$ cat config.mk
export PLATFORM = sky130hd
export DESIGN_NAME = tlp_buffer_wr_arbiter_flat
export DESIGN_NICKNAME = d
export VERILOG_FILES = /design/src/rtl/tlp_buffer_wr_arbiter_pkg.sv /design/src/rtl/tlp_buffer_wr_arbiter_if.sv /design/src/rtl/tlp_buffer_wr_arbiter_rr_priority_picker.sv /design/src/rtl/tlp_buffer_wr_arbiter.sv /design/src/flat_wrapper.sv
export SDC_FILE = /design/constraint.sdc
export NUM_CORES = 1
export LEC_CHECK = 0
export ABC_CLOCK_PERIOD_IN_PS = 6500
export CAP_MARGIN = 20
export CORE_AREA = 5 5 213 215
export CTS_CLUSTER_DIAMETER = 200
export DETAILED_ROUTE_END_ITERATION = 7
export DIE_AREA = 0 0 218 220
export PLACE_DENSITY = 0.46
export SLEW_MARGIN = 20
export SYNTH_ARGS = -nofsm -noshare
export SYNTH_HDL_FRONTEND = slang
export SYNTH_SLANG_ARGS = --single-unit
$ cat constraint.sdc
create_clock -name clk -period 6.5 [get_ports clk]
set_input_delay 1.3 -clock clk [delete_from_list [all_inputs] [get_ports clk]]
set_output_delay 1.3 -clock clk [all_outputs]
set_load 0.05 [all_outputs]
$ cat src/rtl/tlp_buffer_wr_arbiter_pkg.sv
// Shared widths and FSM encoding for the TLP buffer write path.
// Buffer_WIDTH is one buffer location; a write beat carries up to four locations.
package data_frag_package;

  localparam int Buffer_WIDTH    = 32;
  localparam int COUNT_WIDTH     = 9;
  localparam int NO_LOC_WR_WIDTH = 3;
  localparam int WR_DATA_WIDTH   = 4 * Buffer_WIDTH;

  typedef enum logic {
    IDLE   = 1'b0,
    LOCKED = 1'b1
  } arb_state_e;

endpackage

$ cat src/rtl/tlp_buffer_wr_arbiter_if.sv
// Write port between the arbiter and the TLP buffer.
// wr_en/data_in/no_loc_wr are a strobe, not a handshake; empty_loc is the buffer's free count,
// which reflects a write one cycle after wr_en.
interface buffer_frag_interface #(
  parameter int COUNT_WIDTH     = data_frag_package::COUNT_WIDTH,
  parameter int NO_LOC_WR_WIDTH = data_frag_package::NO_LOC_WR_WIDTH,
  parameter int WR_DATA_WIDTH   = data_frag_package::WR_DATA_WIDTH
) ();

  logic                       wr_en;
  logic [WR_DATA_WIDTH-1:0]   data_in;
  logic [NO_LOC_WR_WIDTH-1:0] no_loc_wr;
  logic [COUNT_WIDTH-1:0]     empty_loc;

  modport arbiter_buffer (
    output wr_en,
    output data_in,
    output no_loc_wr,
    input  empty_loc
  );

  modport buffer_arbiter (
    input  wr_en,
    input  data_in,
    input  no_loc_wr,
    output empty_loc
  );

endinterface

$ cat src/rtl/tlp_buffer_wr_arbiter_rr_priority_picker.sv
// Round-robin picker: first asserted req at or after ptr, ascending with wrap-around.
// Outputs the winner one-hot and as an index; grant is zero when nothing is requested.
module rr_priority_picker #(
  parameter int NUM_REQ = 3,
  parameter int IDX_W   = 2
) (
  input  logic [NUM_REQ-1:0] req,
  input  logic [IDX_W-1:0]   ptr,
  output logic [NUM_REQ-1:0] grant,
  output logic [IDX_W-1:0]   index
);

  always_comb begin
    int   j;
    logic found;
    j     = 0;
    found = 1'b0;
    grant = '0;
    index = '0;
    for (int i = 0; i < NUM_REQ; i++) begin
      j = int'(ptr) + i;
      if (j >= NUM_REQ) j = j - NUM_REQ;
      if (!found && req[j]) begin
        found    = 1'b1;
        grant[j] = 1'b1;
        index    = IDX_W'(j);
      end
    end
  end

endmodule

$ cat src/rtl/tlp_buffer_wr_arbiter.sv
// Arbitrates TLP write beats from several sources into one buffer write port.
// A source keeps ownership from its first beat until its last beat; beats pass through combinationally.
module tlp_buffer_wr_arbiter #(
  parameter int NUM_REQ         = 3,
  parameter int COUNT_WIDTH     = data_frag_package::COUNT_WIDTH,
  parameter int NO_LOC_WR_WIDTH = data_frag_package::NO_LOC_WR_WIDTH,
  parameter int WR_DATA_WIDTH   = data_frag_package::WR_DATA_WIDTH
) (
  input  logic                               clk,
  input  logic                               arst,
  input  logic [NUM_REQ-1:0]                 req_valid,
  input  logic [NUM_REQ-1:0]                 req_last,
  input  logic [NUM_REQ*NO_LOC_WR_WIDTH-1:0] req_no_loc,
  input  logic [NUM_REQ*WR_DATA_WIDTH-1:0]   req_data,
  output logic [NUM_REQ-1:0]                 req_ready,
  buffer_frag_interface.arbiter_buffer       buf_if,
  output logic [NUM_REQ-1:0]                 grant,
  output logic                               busy
);

  import data_frag_package::arb_state_e;
  import data_frag_package::IDLE;
  import data_frag_package::LOCKED;

  localparam int IDX_W = (NUM_REQ > 1) ? $clog2(NUM_REQ) : 1;

  arb_state_e                 r_state;
  logic [IDX_W-1:0]           r_rr_ptr;
  logic [IDX_W-1:0]           r_owner;

  logic [NUM_REQ-1:0]         w_pick_grant;
  logic [IDX_W-1:0]           w_pick_idx;
  logic [NUM_REQ-1:0]         w_owner_onehot;
  logic [IDX_W-1:0]           w_sel_idx;
  logic                       w_sel_valid;
  logic                       w_sel_last;
  logic [NO_LOC_WR_WIDTH-1:0] w_sel_no_loc;
  logic [WR_DATA_WIDTH-1:0]   w_sel_data;
  logic                       w_space_ok;
  logic                       w_accept;
  logic                       w_write;

  rr_priority_picker #(
    .NUM_REQ (NUM_REQ),
    .IDX_W   (IDX_W)
  ) u_picker (
    .req   (req_valid),
    .ptr   (r_rr_ptr),
    .grant (w_pick_grant),
    .index (w_pick_idx)
  );

  // While LOCKED only the owner is looked at, so other sources cannot slip a beat mid-TLP.
  always_comb begin
    w_owner_onehot          = '0;
    w_owner_onehot[r_owner] = 1'b1;
    w_sel_idx    = (r_state == LOCKED) ? r_owner : w_pick_idx;
    w_sel_valid  = (r_state == LOCKED) ? req_valid[r_owner] : (|w_pick_grant);
    w_sel_last   = req_last[w_sel_idx];
    w_sel_no_loc = req_no_loc[int'(w_sel_idx)*NO_LOC_WR_WIDTH +: NO_LOC_WR_WIDTH];
    w_sel_data   = req_data[int'(w_sel_idx)*WR_DATA_WIDTH +: WR_DATA_WIDTH];
    w_space_ok   = (COUNT_WIDTH'(w_sel_no_loc) <= buf_if.empty_loc);
    w_accept     = arst & w_sel_valid & w_space_ok;
    // An empty beat is still consumed, it just writes nothing.
    w_write      = w_accept & (w_sel_no_loc != '0);
  end

  assign req_ready        = w_accept ? ((r_state == LOCKED) ? w_owner_onehot : w_pick_grant) : '0;
  assign grant            = !arst ? '0 : ((r_state == LOCKED) ? w_owner_onehot : w_pick_grant);
  assign busy             = arst & (r_state == LOCKED);
  assign buf_if.wr_en     = w_write;
  assign buf_if.data_in   = w_write ? w_sel_data : '0;
  assign buf_if.no_loc_wr = w_write ? w_sel_no_loc : '0;

  always_ff @(posedge clk or negedge arst) begin
    if (!arst) begin
      r_state  <= IDLE;
      r_rr_ptr <= '0;
      r_owner  <= '0;
    end else if (w_accept) begin
      if (w_sel_last) begin
        r_state  <= IDLE;
        r_rr_ptr <= (int'(w_sel_idx) == NUM_REQ - 1) ? '0 : w_sel_idx + IDX_W'(1);
      end else if (r_state == IDLE) begin
        r_state <= LOCKED;
        r_owner <= w_sel_idx;
      end
    end
  end

endmodule

$ cat src/flat_wrapper.sv
// flat-port wrapper written by rule: the top's interface ports become plain ports
module tlp_buffer_wr_arbiter_flat import data_frag_package::arb_state_e; import data_frag_package::IDLE; import data_frag_package::LOCKED;
#(
  parameter int NUM_REQ         = 3,
  parameter int COUNT_WIDTH     = data_frag_package::COUNT_WIDTH,
  parameter int NO_LOC_WR_WIDTH = data_frag_package::NO_LOC_WR_WIDTH,
  parameter int WR_DATA_WIDTH   = data_frag_package::WR_DATA_WIDTH
)
  (clk, arst, req_valid, req_last, req_no_loc, req_data, req_ready, grant, busy, buf_if_wr_en, buf_if_data_in, buf_if_no_loc_wr, buf_if_empty_loc);
  buffer_frag_interface #(.COUNT_WIDTH(COUNT_WIDTH), .NO_LOC_WR_WIDTH(NO_LOC_WR_WIDTH), .WR_DATA_WIDTH(WR_DATA_WIDTH)) buf_if_i ();
  input  logic clk;
  input  logic arst;
  input  logic [NUM_REQ-1:0] req_valid;
  input  logic [NUM_REQ-1:0] req_last;
  input  logic [NUM_REQ*NO_LOC_WR_WIDTH-1:0] req_no_loc;
  input  logic [NUM_REQ*WR_DATA_WIDTH-1:0] req_data;
  output logic [NUM_REQ-1:0] req_ready;
  output logic [NUM_REQ-1:0] grant;
  output logic busy;
  output wire logic [$bits(buf_if_i.wr_en)-1:0] buf_if_wr_en;
  output wire logic [$bits(buf_if_i.data_in)-1:0] buf_if_data_in;
  output wire logic [$bits(buf_if_i.no_loc_wr)-1:0] buf_if_no_loc_wr;
  input wire logic [$bits(buf_if_i.empty_loc)-1:0] buf_if_empty_loc;
  assign buf_if_wr_en = buf_if_i.wr_en;
  assign buf_if_data_in = buf_if_i.data_in;
  assign buf_if_no_loc_wr = buf_if_i.no_loc_wr;
  assign buf_if_i.empty_loc = buf_if_empty_loc;
  tlp_buffer_wr_arbiter #(.NUM_REQ(NUM_REQ), .COUNT_WIDTH(COUNT_WIDTH), .NO_LOC_WR_WIDTH(NO_LOC_WR_WIDTH), .WR_DATA_WIDTH(WR_DATA_WIDTH)) u_core (.clk(clk), .arst(arst), .req_valid(req_valid), .req_last(req_last), .req_no_loc(req_no_loc), .req_data(req_data), .req_ready(req_ready), .buf_if(buf_if_i), .grant(grant), .busy(busy));
endmodule
## After elaboration in Yosys (flattened, before gate mapping)

Cells that the tools add are included.

| word-level totals | value |
|---|---|
| input bits | 410 |
| register bits after elaboration | 5 |
| logic and storage cells | 87 |
| output and inout port bits | 139 |

| cells by class | value |
|---|---|
| shift operators | 2 |
| add/subtract/negate cells | 6 |
| reductions and logical operators | 12 |
| bitwise operators | 8 |
| $lt $le $gt $ge | 13 |
| $mul | 1 |
| mux-type cells | 41 |
| eq/ne operators | 1 |

Operators with widths:

| cell | count |
|---|---|
| indexed part select 384 x 10 -> 128 bit | 1 |
| two-way mux 128 bit | 1 |
| greater-or-equal comparator 32 x 1 -> 1 bit (second input constant) | 3 |
| less-than comparator 32 x 4 -> 1 bit (second input constant) | 3 |
| two-way mux 32 bit | 3 |
| indexed part select 9 x 32 -> 3 bit | 1 |
| two-way mux 3 bit | 7 |
| two-way mux 1 bit | 16 |
| binary-select mux 1 bit (select 2 bit) | 5 |
| two-way mux 2 bit | 5 |
| less-or-equal comparator 3 x 9 -> 1 bit | 1 |
| demux 1 bit (select 2 bit) | 4 |
| subtractor 3 x 2 -> 4 bit (second input constant) | 2 |
| greater-or-equal comparator 3 x 2 -> 1 bit (second input constant) | 2 |
| logical AND 1 bit | 6 |
| less-than comparator 2 x 3 -> 1 bit (second input constant) | 2 |
| OR 3 bit | 2 |
| AND 1 bit | 4 |
| multiplier 2 x 2 -> 4 bit (second input constant) | 1 |
| adder 2 x 1 -> 3 bit (second input constant) | 1 |
| adder 2 x 2 -> 3 bit (second input constant) | 1 |
| AND reduction 3 bit | 1 |
| nonzero test 3 bit | 1 |
| OR reduction 3 bit | 1 |
| 8 further kinds | 10 |

## Logic depth before layout (Yosys ltp)

Gate-level depths: netlist of the first run.

| depth | value |
|---|---|
| depth after elaboration | 19 |
| mapped depth | 19 |
| depth with buffers taken out | 16 |

## Modules after synthesis

From an unflattened synthesis of the first run, not the netlist that was laid out.

| second synthesis, totals | value |
|---|---|
| cell total of the unflattened synthesis | 696 |
| area total of the unflattened synthesis | 4,249.1 µm² |

By module, submodules not included:

| module | area an instance (µm²) | instances | cells each |
|---|---|---|---|
| tlp_buffer_wr_arbiter | 3,941.3 | 1 | 654 |
| rr_priority_picker | 307.8 | 1 | 42 |

## Worst setup path after synthesis of the first run

Ideal clock, no wire load.

| timing path | value |
|---|---|
| path kind | in2out |
| start point | input req_valid[1] |
| end point | output req_ready[2] |
| stages on the path | 11 |
| buffers on the path | 0 |
| arrival time | 4,692 ps |
| setup slack | 508 ps |
| path through | mux2_1 nor3b_2 a211oi_4 mux2i_1 o2bb2ai_1 ha_1 a21o_1 a21oi_1 a311oi_1 a311o_1 a211oi_1 |

| on the way | value |
|---|---|
| cells in the longest elaborated chain, start to end | 16 |

RTL lines:

| what | line | source |
|---|---|---|
| start: declaration | flat_wrapper.sv:13 | `input logic [NUM_REQ-1:0] req_valid;` |
| binary-select mux 1 bit (select 2 bit) | tlp_buffer_wr_arbiter_rr_priority_picker.sv:23 | `if (!found && req[j]) begin` |
| two-way mux 1 bit (not written as such) (2 in series) | tlp_buffer_wr_arbiter_rr_priority_picker.sv:23 |  |
| two-way mux 1 bit | tlp_buffer_wr_arbiter_rr_priority_picker.sv:23 |  |
| zero test 1 bit | tlp_buffer_wr_arbiter_rr_priority_picker.sv:23 |  |
| logical AND 1 bit | tlp_buffer_wr_arbiter_rr_priority_picker.sv:23 |  |
| two-way mux 1 bit | tlp_buffer_wr_arbiter_rr_priority_picker.sv:23 |  |
| zero test 1 bit | tlp_buffer_wr_arbiter_rr_priority_picker.sv:23 |  |
| logical AND 1 bit | tlp_buffer_wr_arbiter_rr_priority_picker.sv:23 |  |
| two-way mux 2 bit | tlp_buffer_wr_arbiter_rr_priority_picker.sv:23 |  |
| two-way mux 2 bit | tlp_buffer_wr_arbiter.sv:57 | `w_sel_idx = (r_state == LOCKED) ? r_owner : w_pick_idx;` |
| multiplier 2 x 2 -> 4 bit | tlp_buffer_wr_arbiter.sv:60 | `w_sel_no_loc = req_no_loc[int'(w_sel_idx)*NO_LOC_WR_WIDTH +: NO_LOC_WR_WIDTH];` |
| indexed part select 9 x 32 -> 3 bit | tlp_buffer_wr_arbiter.sv:60 |  |
| less-or-equal comparator 3 x 9 -> 1 bit | tlp_buffer_wr_arbiter.sv:62 | `w_space_ok = (COUNT_WIDTH'(w_sel_no_loc) <= buf_if.empty_loc);` |
| AND 1 bit | tlp_buffer_wr_arbiter.sv:63 | `w_accept = arst & w_sel_valid & w_space_ok;` |
| two-way mux 3 bit (*) | tlp_buffer_wr_arbiter.sv:68 | `assign req_ready = w_accept ? ((r_state == LOCKED) ? w_owner_onehot : w_pick_grant) : '0;` |
| end: declaration | flat_wrapper.sv:17 | `output logic [NUM_REQ-1:0] req_ready;` |

Every way passes the cells marked *; elsewhere a longest branch is shown, timed or not. The select of a mux whose other input is x is not followed.

## Worst setup path in the final report of the first run

| timing path | value |
|---|---|
| start point | input req_valid[0] |
| end point | output buf_if_data_in[39] |

| on the way | value |
|---|---|
| cells in the longest elaborated chain, start to end | 17 |

RTL lines:

| what | line | source |
|---|---|---|
| binary-select mux 1 bit (select 2 bit) | tlp_buffer_wr_arbiter_rr_priority_picker.sv:23 |  |
| two-way mux 1 bit (not written as such) (2 in series) | tlp_buffer_wr_arbiter_rr_priority_picker.sv:23 |  |
| two-way mux 1 bit | tlp_buffer_wr_arbiter_rr_priority_picker.sv:23 |  |
| zero test 1 bit | tlp_buffer_wr_arbiter_rr_priority_picker.sv:23 |  |
| logical AND 1 bit | tlp_buffer_wr_arbiter_rr_priority_picker.sv:23 |  |
| two-way mux 1 bit | tlp_buffer_wr_arbiter_rr_priority_picker.sv:23 |  |
| zero test 1 bit | tlp_buffer_wr_arbiter_rr_priority_picker.sv:23 |  |
| logical AND 1 bit | tlp_buffer_wr_arbiter_rr_priority_picker.sv:23 |  |
| two-way mux 2 bit | tlp_buffer_wr_arbiter_rr_priority_picker.sv:23 |  |
| two-way mux 2 bit | tlp_buffer_wr_arbiter.sv:57 |  |
| multiplier 2 x 2 -> 4 bit | tlp_buffer_wr_arbiter.sv:60 |  |
| indexed part select 9 x 32 -> 3 bit | tlp_buffer_wr_arbiter.sv:60 |  |
| less-or-equal comparator 3 x 9 -> 1 bit | tlp_buffer_wr_arbiter.sv:62 |  |
| AND 1 bit | tlp_buffer_wr_arbiter.sv:63 |  |
| AND 1 bit | tlp_buffer_wr_arbiter.sv:65 | `w_write = w_accept & (w_sel_no_loc != '0);` |
| two-way mux 128 bit (*) | tlp_buffer_wr_arbiter.sv:72 | `assign buf_if.data_in = w_write ? w_sel_data : '0;` |
| end: declaration | flat_wrapper.sv:21 | `output wire logic [$bits(buf_if_i.data_in)-1:0] buf_if_data_in;` |

Marked as above.

==> flow_summary.json, run 1 <==
{
  "final_nets": 1753,
  "rsz0062_at_grt": "yes",
  "syn_area_mm2": 0.003909,
  "worstHoldPathCells": 1,
  "worstRegToRegCells": 15,
  "viasPerCell": 3.916,
  "cp_max_fo": 22,
  "crit_type": "in -> out",
  "synth_ff_type": "dfrtp_1",
  "final_area_mm2": 0.01165,
  "drive_gt1_share_pct": 13.78,
  "worstHoldEndpoint": "u_core.r_rr_ptr[1]",
  "vias": 7551,
  "cts.sinks": 5,
  "wl_per_cell_um": 18.01,
  "grt_pass1_vias": 7776,
  "synth_fp_nets": 1240,
  "die_h_um": 220,
  "die_w_um": 218,
  "syn_inst": 823,
  "worstMarginPinSlew_ns": 0.8400,
  "dieArea_mm2": 0.04796,
  "endpoint_kind": "primary output",
  "r2r_start": "u_core.r_rr_ptr[1]",
  "drt_pre_antenna_iters": 5,
  "clk_latency_ns": 0.23,
  "slew_headroom_pct": 44.00,
  "crit_required_ns": 5.20,
  "finClkSkew_ns": 0.003617,
  "port_buffers": 548,
  "synth_area_per_cell_um2": 4.749,
  "drc": 0,
  "min_period_ns": 6.399,
  "ios": 549,
  "final_cell_count_no_fill": 1928,
  "hold_viol_final": 0,
  "grt_pass1_wl_um": 48760,
  "r2r_end": "u_core.r_owner[0]",
  "grtUsageTotal_pct": 13.10,
  "status": "complete, no violations",
  "num_rows": 77,
  "hold_start": "u_core.r_rr_ptr[1]",
  "drt_iter0_markers": 318,
  "initial_core_util_pct": 8.976,
  "clk_path_buf_depth": 2,
  "async_reset_ff_share_pct": 100.0,
  "hp-class": "reg -> reg",
  "htree_levels": 1,
  "grt_start_max_net_pins": 117,
  "grt_antenna_before_repair": 3,
  "synth_edf_count": 0,
  "start_kind": "input port",
  "fmax_mhz": 156.3,
  "p_per_area_mw_per_mm2": 612.7,
  "r2r_slack_ns": 2.41,
  "worst_ep_arrival_time_ns": 5.10,
  "cts-root-buf": "clkbuf_16",
  "yosys_warnings": 0,
  "ys_seq_area_share_pct": 3.201,
  "leakagePower_uw": 0.004504,
  "placed_cells": 1922,
  "overflow": 0,
  "setup_viol": 0,
  "numCtsBuffers": 3,
  "wl_um": 34730,
  "place_congestion": 0.8373,
  "ys_seq_elements": 5,
  "maxCapViolCount": 0,
  "clk_pin_slew_worst_paths_ns": 0.04,
  "fillers": 4893,
  "dp_hpwl_um": 28430,
  "ir_worst_vdd_uv": 475.2,
  "ant_nets": 0,
  "area_growth_syn_to_layout_pct": 198.0,
  "cts_hold_buf": 0,
  "core_region_area_mm2": 0.04355,
  "tritoncts": "built",
  "drv_slew": 0,
  "netlist-cell-type-count": 45,
  "place_area_mm2": 0.01155,
  "fin_crit_sh_pct": 98.44
}
-- cells by family (layout without fill, tap and decap cells) --
logic type                 after synthesis  after routing  share of synthesized area [%]
and+or+nand+nor                        427            427                          43.15
AOI/OAI and AO/OA                      287            287                          39.21
DFF                                      5              5                          3.201
buffers and inverters                   84            596                          8.739
other                                    0              1                              0
adders and majority gates                7              7                          2.241
muxes                                   13             13                          3.457
-- layout make-up --
| class | count | area (µm²) | area share [%] |
|---|---|---|---|
| repair buffers | 581 | 7174 | 61.60 |
| inverters | 11 | 41.29 | 0.3545 |
| flip-flops and latches | 5 | 125.1 | 1.074 |
| multi-input cells | 734 | 3483 | 29.91 |
| well taps | 592 | 740.7 | 6.360 |
| diodes | 1 | 2.502 | 0.02149 |
| clock buffers | 4 | 78.83 | 0.6768 |
-- report_power, final --
| group | switching (µW) | internal (µW) |
|---|---|---|
| combinational | 4170 | 2790 |
| clock | 22.5 | 81.5 |
| sequential | 25.5 | 45.2 |
-- synthesized netlist by cell type (3+ instances only) --
library cell  instances  share of area, %
nand2_1             262                25
a21oi_1             257                33
nor2_1              136                13
clkbuf_1             50               4.8
buf_2                15               1.9
inv_1                11               1.1
mux2i_1               9               2.3
buf_1                 7              0.67
ha_1                  7               2.2
nand2b_1              7               1.1
dfrtp_1               5               3.2
nor2b_1               5              0.80
o2bb2ai_1             4              0.90
a31oi_1               3              0.48
and2_1                3              0.48
mux2_2                3              0.86
o21ai_0               3              0.38
-- cell usage in the layout (no fill, tap or decap), types with 2 or more instances in the layout --
cell             count
a311oi_1             2
inv_1               11
nand2_1            261
buf_12             142
clkbuf_16            3
mux2_2               3
nor3_1               2
o211ai_1             2
nor2b_1              5
o21ai_0              3
and3b_1              2
nor2_1             135
a21oi_1            257
nand2b_1             7
a31oi_1              3
and2_1               3
buf_4               26
nand3_1              2
o21a_1               2
clkdlybuf4s50_1    412
dfrtp_1              5
a211oi_1             2
mux2i_1              9
ha_1                 7
o2bb2ai_1            3
-- worst max path at each step --
stage	start	endpoint
after global placement	req_valid[2]	buf_if_data_in[113]
after CTS	req_valid[2]	buf_if_data_in[56]
after detailed placement	req_valid[2]	buf_if_data_in[45]
final	req_valid[0]	buf_if_data_in[39]
after global routing	req_valid[0]	buf_if_data_in[49]
after floorplan	req_valid[1]	req_ready[2]
-- what timing repair did --
action / 4_1_cts / 5_1_grt
resized for setup: 0 / 3
setup endpoints to repair: 0 / 115
setup buffers: 0 / 1
-- state kept, by name, summed over array words and instances, names as in the netlist --
| name | count |
|---|---|
| u_core.r_owner | 2 |
| u_core.r_rr_ptr | 2 |
| u_core.r_state | 1 |
-- metal layers --
layer  GRT usage, %  vias up  part of all wire (%)
li1               -     3760                     -
met1          15.12     3465                    38
met2          24.82      308                    53
met3          3.902       16                   8.0
met4         0.9839        2                  0.75
met5              0        -                 0.037
-- stage by stage --
stage | setup WS, ns | hold WS, ns | TNS (ns) | util, % | power, µW
final | 0.1011 | 0.5684 | 0 | 26.74 | 7136
after global placement | 0.2235 | 0.5595 | 0 | 26.51 | 7116
after floorplan | 0.5077 | 0.5327 | 0 | - | 3775
after global routing | -0.02834 | 0.6009 | -0.1522 | 26.74 | 7613
after detailed placement | 0.1259 | 0.5715 | 0 | 26.51 | 7113
after CTS | 0.1122 | 0.5787 | 0 | 26.70 | 7238
-- worst max-delay path, cell delays in order --
cell and delay (ns):
clkdlybuf4s50_1 0.47, mux2_1 0.32, nor3b_2 0.19, a211oi_4 0.33, buf_4 0.19, mux2i_1 0.18, o2bb2ai_1 0.11, ha_1 0.30
a21o_1 0.16, a21oi_1 0.14, a311oi_1 0.08, a311oi_1 0.26, buf_4 0.19, o31ai_4 0.09, buf_12 0.18, buf_12 0.17
nor2_1 0.21, buf_12 0.17
No activity file was read; power rests on OpenSTA's default activity.
==> run 2, diff against run 1 <==
- CTS_CLUSTER_DIAMETER: 200 -> not set
- SKIP_LAST_GASP: not set -> 1
==> results of run 2 <==
Same layout as run 1: the final DEF is identical, and so are final timing and power.
==> run 3, diff against run 2 <==
- PLACE_DENSITY: 0.46 -> 0.41
==> flow_summary.json, run 3 (same netlist as run 1, synthesis figures left out) <==
{
  "worstHoldEndpoint": "u_core.r_rr_ptr[1]",
  "wl_per_cell_um": 19.02,
  "critPathMaxStageDelay_ns": 0.46,
  "clk_path_buf_depth": 2,
  "layout_commonest_cell": "clkdlybuf4s50_1",
  "hp-class": "reg -> reg",
  "die_w_um": 218,
  "drive_gt1_share_pct": 15.49,
  "fmax_mhz": 159.5,
  "dieArea_mm2": 0.04796,
  "power.total_uw": 7168,
  "place_congestion": 0.8552,
  "layout_setup_ws_ns": 0.2313,
  "die_h_um": 220,
  "rsz0062_at_grt": "yes",
  "maxCapViolCount": 0,
  "hold_viol_final": 0,
  "crit_chain": "clkdlybuf4s50_1, mux2_1, nor3b_2, a211oi_4, buf_4, a21oi_4, o2bb2ai_1, ha_1, a21o_1, a21oi_1, a311oi_1, a311oi_2, buf_4, o31ai_4, buf_12, buf_12, nor2_1, buf_12",
  "core_region_area_mm2": 0.04355,
  "min_period_ns": 6.269,
  "grtUsageMet1_pct": 15.83,
  "cp_max_fo": 27,
  "crit_type": "in -> out",
  "top_regs": "u_core.r_owner (2), u_core.r_rr_ptr (2), u_core.r_state (1)",
  "grtUsageTotal_pct": 14.01,
  "status": "complete, no violations",
  "endpoint_kind": "primary output",
  "tritoncts": "built",
  "drt_pre_antenna_iters": 4,
  "cts-root-buf": "clkbuf_16",
  "leakagePower_uw": 0.004497,
  "dpl_worst_slack_ns": 0.1005,
  "drt_iter0_markers": 279,
  "num_rows": 77,
  "mostFrequentLayoutCells": "clkdlybuf4s50_1 (413), nand2_1 (261), a21oi_1 (257)",
  "fin_crit_sh_pct": 96.44,
  "r2r_end": "u_core.r_owner[0]",
  "grt_use_met3_pct": 4.630,
  "worstHoldPathCells": 1,
  "fillers": 4895,
  "r2r_start": "u_core.r_rr_ptr[1]",
  "clk_latency_ns": 0.22,
  "grt_pass1_vias": 7890,
  "start_kind": "input port",
  "port_buffers": 548,
  "area_growth_syn_to_layout_pct": 199.3,
  "crit_path_top_delay_cell": "clkdlybuf4s50_1",
  "worst_ep_arrival_time_ns": 4.97,
  "ir_worst_vdd_uv": 417.5,
  "overflow": 0,
  "initial_core_util_pct": 8.976,
  "worstRegToRegCells": 15,
  "cts_hold_buf": 0,
  "path_common_cell": "buf_12",
  "busiest_layer": "met2",
  "setup_viol": 0,
  "finClkSkew_ns": 0.0008835,
  "grt_antenna_before_repair": 3,
  "p_per_area_mw_per_mm2": 612.7,
  "crit_required_ns": 5.20,
  "viasPerCell": 3.886,
  "slew_headroom_pct": 46.22,
  "worstMarginPinSlew_ns": 0.8068,
  "grt_pass1_wl_um": 51520,
  "met2_usage_pct": 26.40,
  "r2r_slack_ns": 2.59,
  "cts.sinks": 5,
  "drc": 0,
  "numCtsBuffers": 3,
  "clk_pin_slew_worst_paths_ns": 0.03,
  "final_nets": 1754,
  "dp_hpwl_um": 30300,
  "drv_slew": 0,
  "grt_start_max_net_pins": 66,
  "htree_levels": 1,
  "ant_nets": 0,
  "hold_start": "u_core.r_rr_ptr[1]",
  "vias": 7496,
  "ios": 549,
  "tns_ns": 0,
  "wl_um": 36700
}
-- run 3: cell count changes in the layout (fill, tap and decap cells not counted), sizes merged --
cell	delta
buf	+1
clkdlybuf4s50	+1
dlymetal6s2s	-1
-- run 3: worst max-delay path by stage --
stage,startpoint,endpoint,cells past startpoint
floorplan,req_valid[1],req_ready[2],11
finish,req_valid[1],buf_if_data_in[99],18
CTS,req_valid[1],buf_if_data_in[60],20
global route,req_valid[1],buf_if_data_in[66],18
detailed placement,req_valid[1],buf_if_data_in[60],20
global placement,req_valid[2],buf_if_data_in[81],21
-- run 3: repair_timing --
| action | in CTS | in global routing |
|---|---|---|
| setup buffers | 0 | 1 |
| endpoints found under the setup margin | 0 | 122 |
| resized for setup | 0 | 24 |
-- run 3: metal layers --
| layer | vias up | wire length [µm] |
|---|---|---|
| met5 | - | 19 |
| met1 | 3406 | 14020 |
| met4 | 4 | 408 |
| li1 | 3760 | - |
| met2 | 304 | 19290 |
| met3 | 22 | 2952 |
-- run 3: power by group --
part           switching, µW  leakage (µW)  total (µW)  internal (µW)
clock                   18.2     0.0000382        99.3           81.1
sequential              24.7     0.0000627        70.0           45.3
combinational           4200       0.00440        7000           2800
-- run 3: critical path, delay by kind of cell --
kind | cells | cell delay, ns
simple gates | 2 | 0.42
compound gates | 8 | 1.25
buf+inv | 6 | 1.33
fa+ha+maj | 1 | 0.31
mux | 1 | 0.32
-- run 3: per-stage QoR --
step           instance area [µm²]  hold WS [ns]  utilization (%)  std cells
3_5_place_dp                 11540        0.5603            26.50       1923
4_1_cts                      11620        0.5665            26.68       1927
2_1_floorplan                 3909        0.5327                -        823
3_3_place_gp                 11540        0.5529            26.50       1923
5_1_grt                      11700        0.6072            26.87       1929
6_report                     11700        0.5645            26.87       1929
-- run 3: area by class of cell --
cell class / count / area (µm²) / area share, %
clock buffers: 4 / 78.83 / 0.6737
repair buffers: 582 / 7167 / 61.26
inverters: 11 / 41.29 / 0.3529
well taps: 592 / 740.7 / 6.331
multi-input cells: 734 / 3545 / 30.30
diodes: 1 / 2.502 / 0.02139
flip-flops and latches: 5 / 125.1 / 1.069
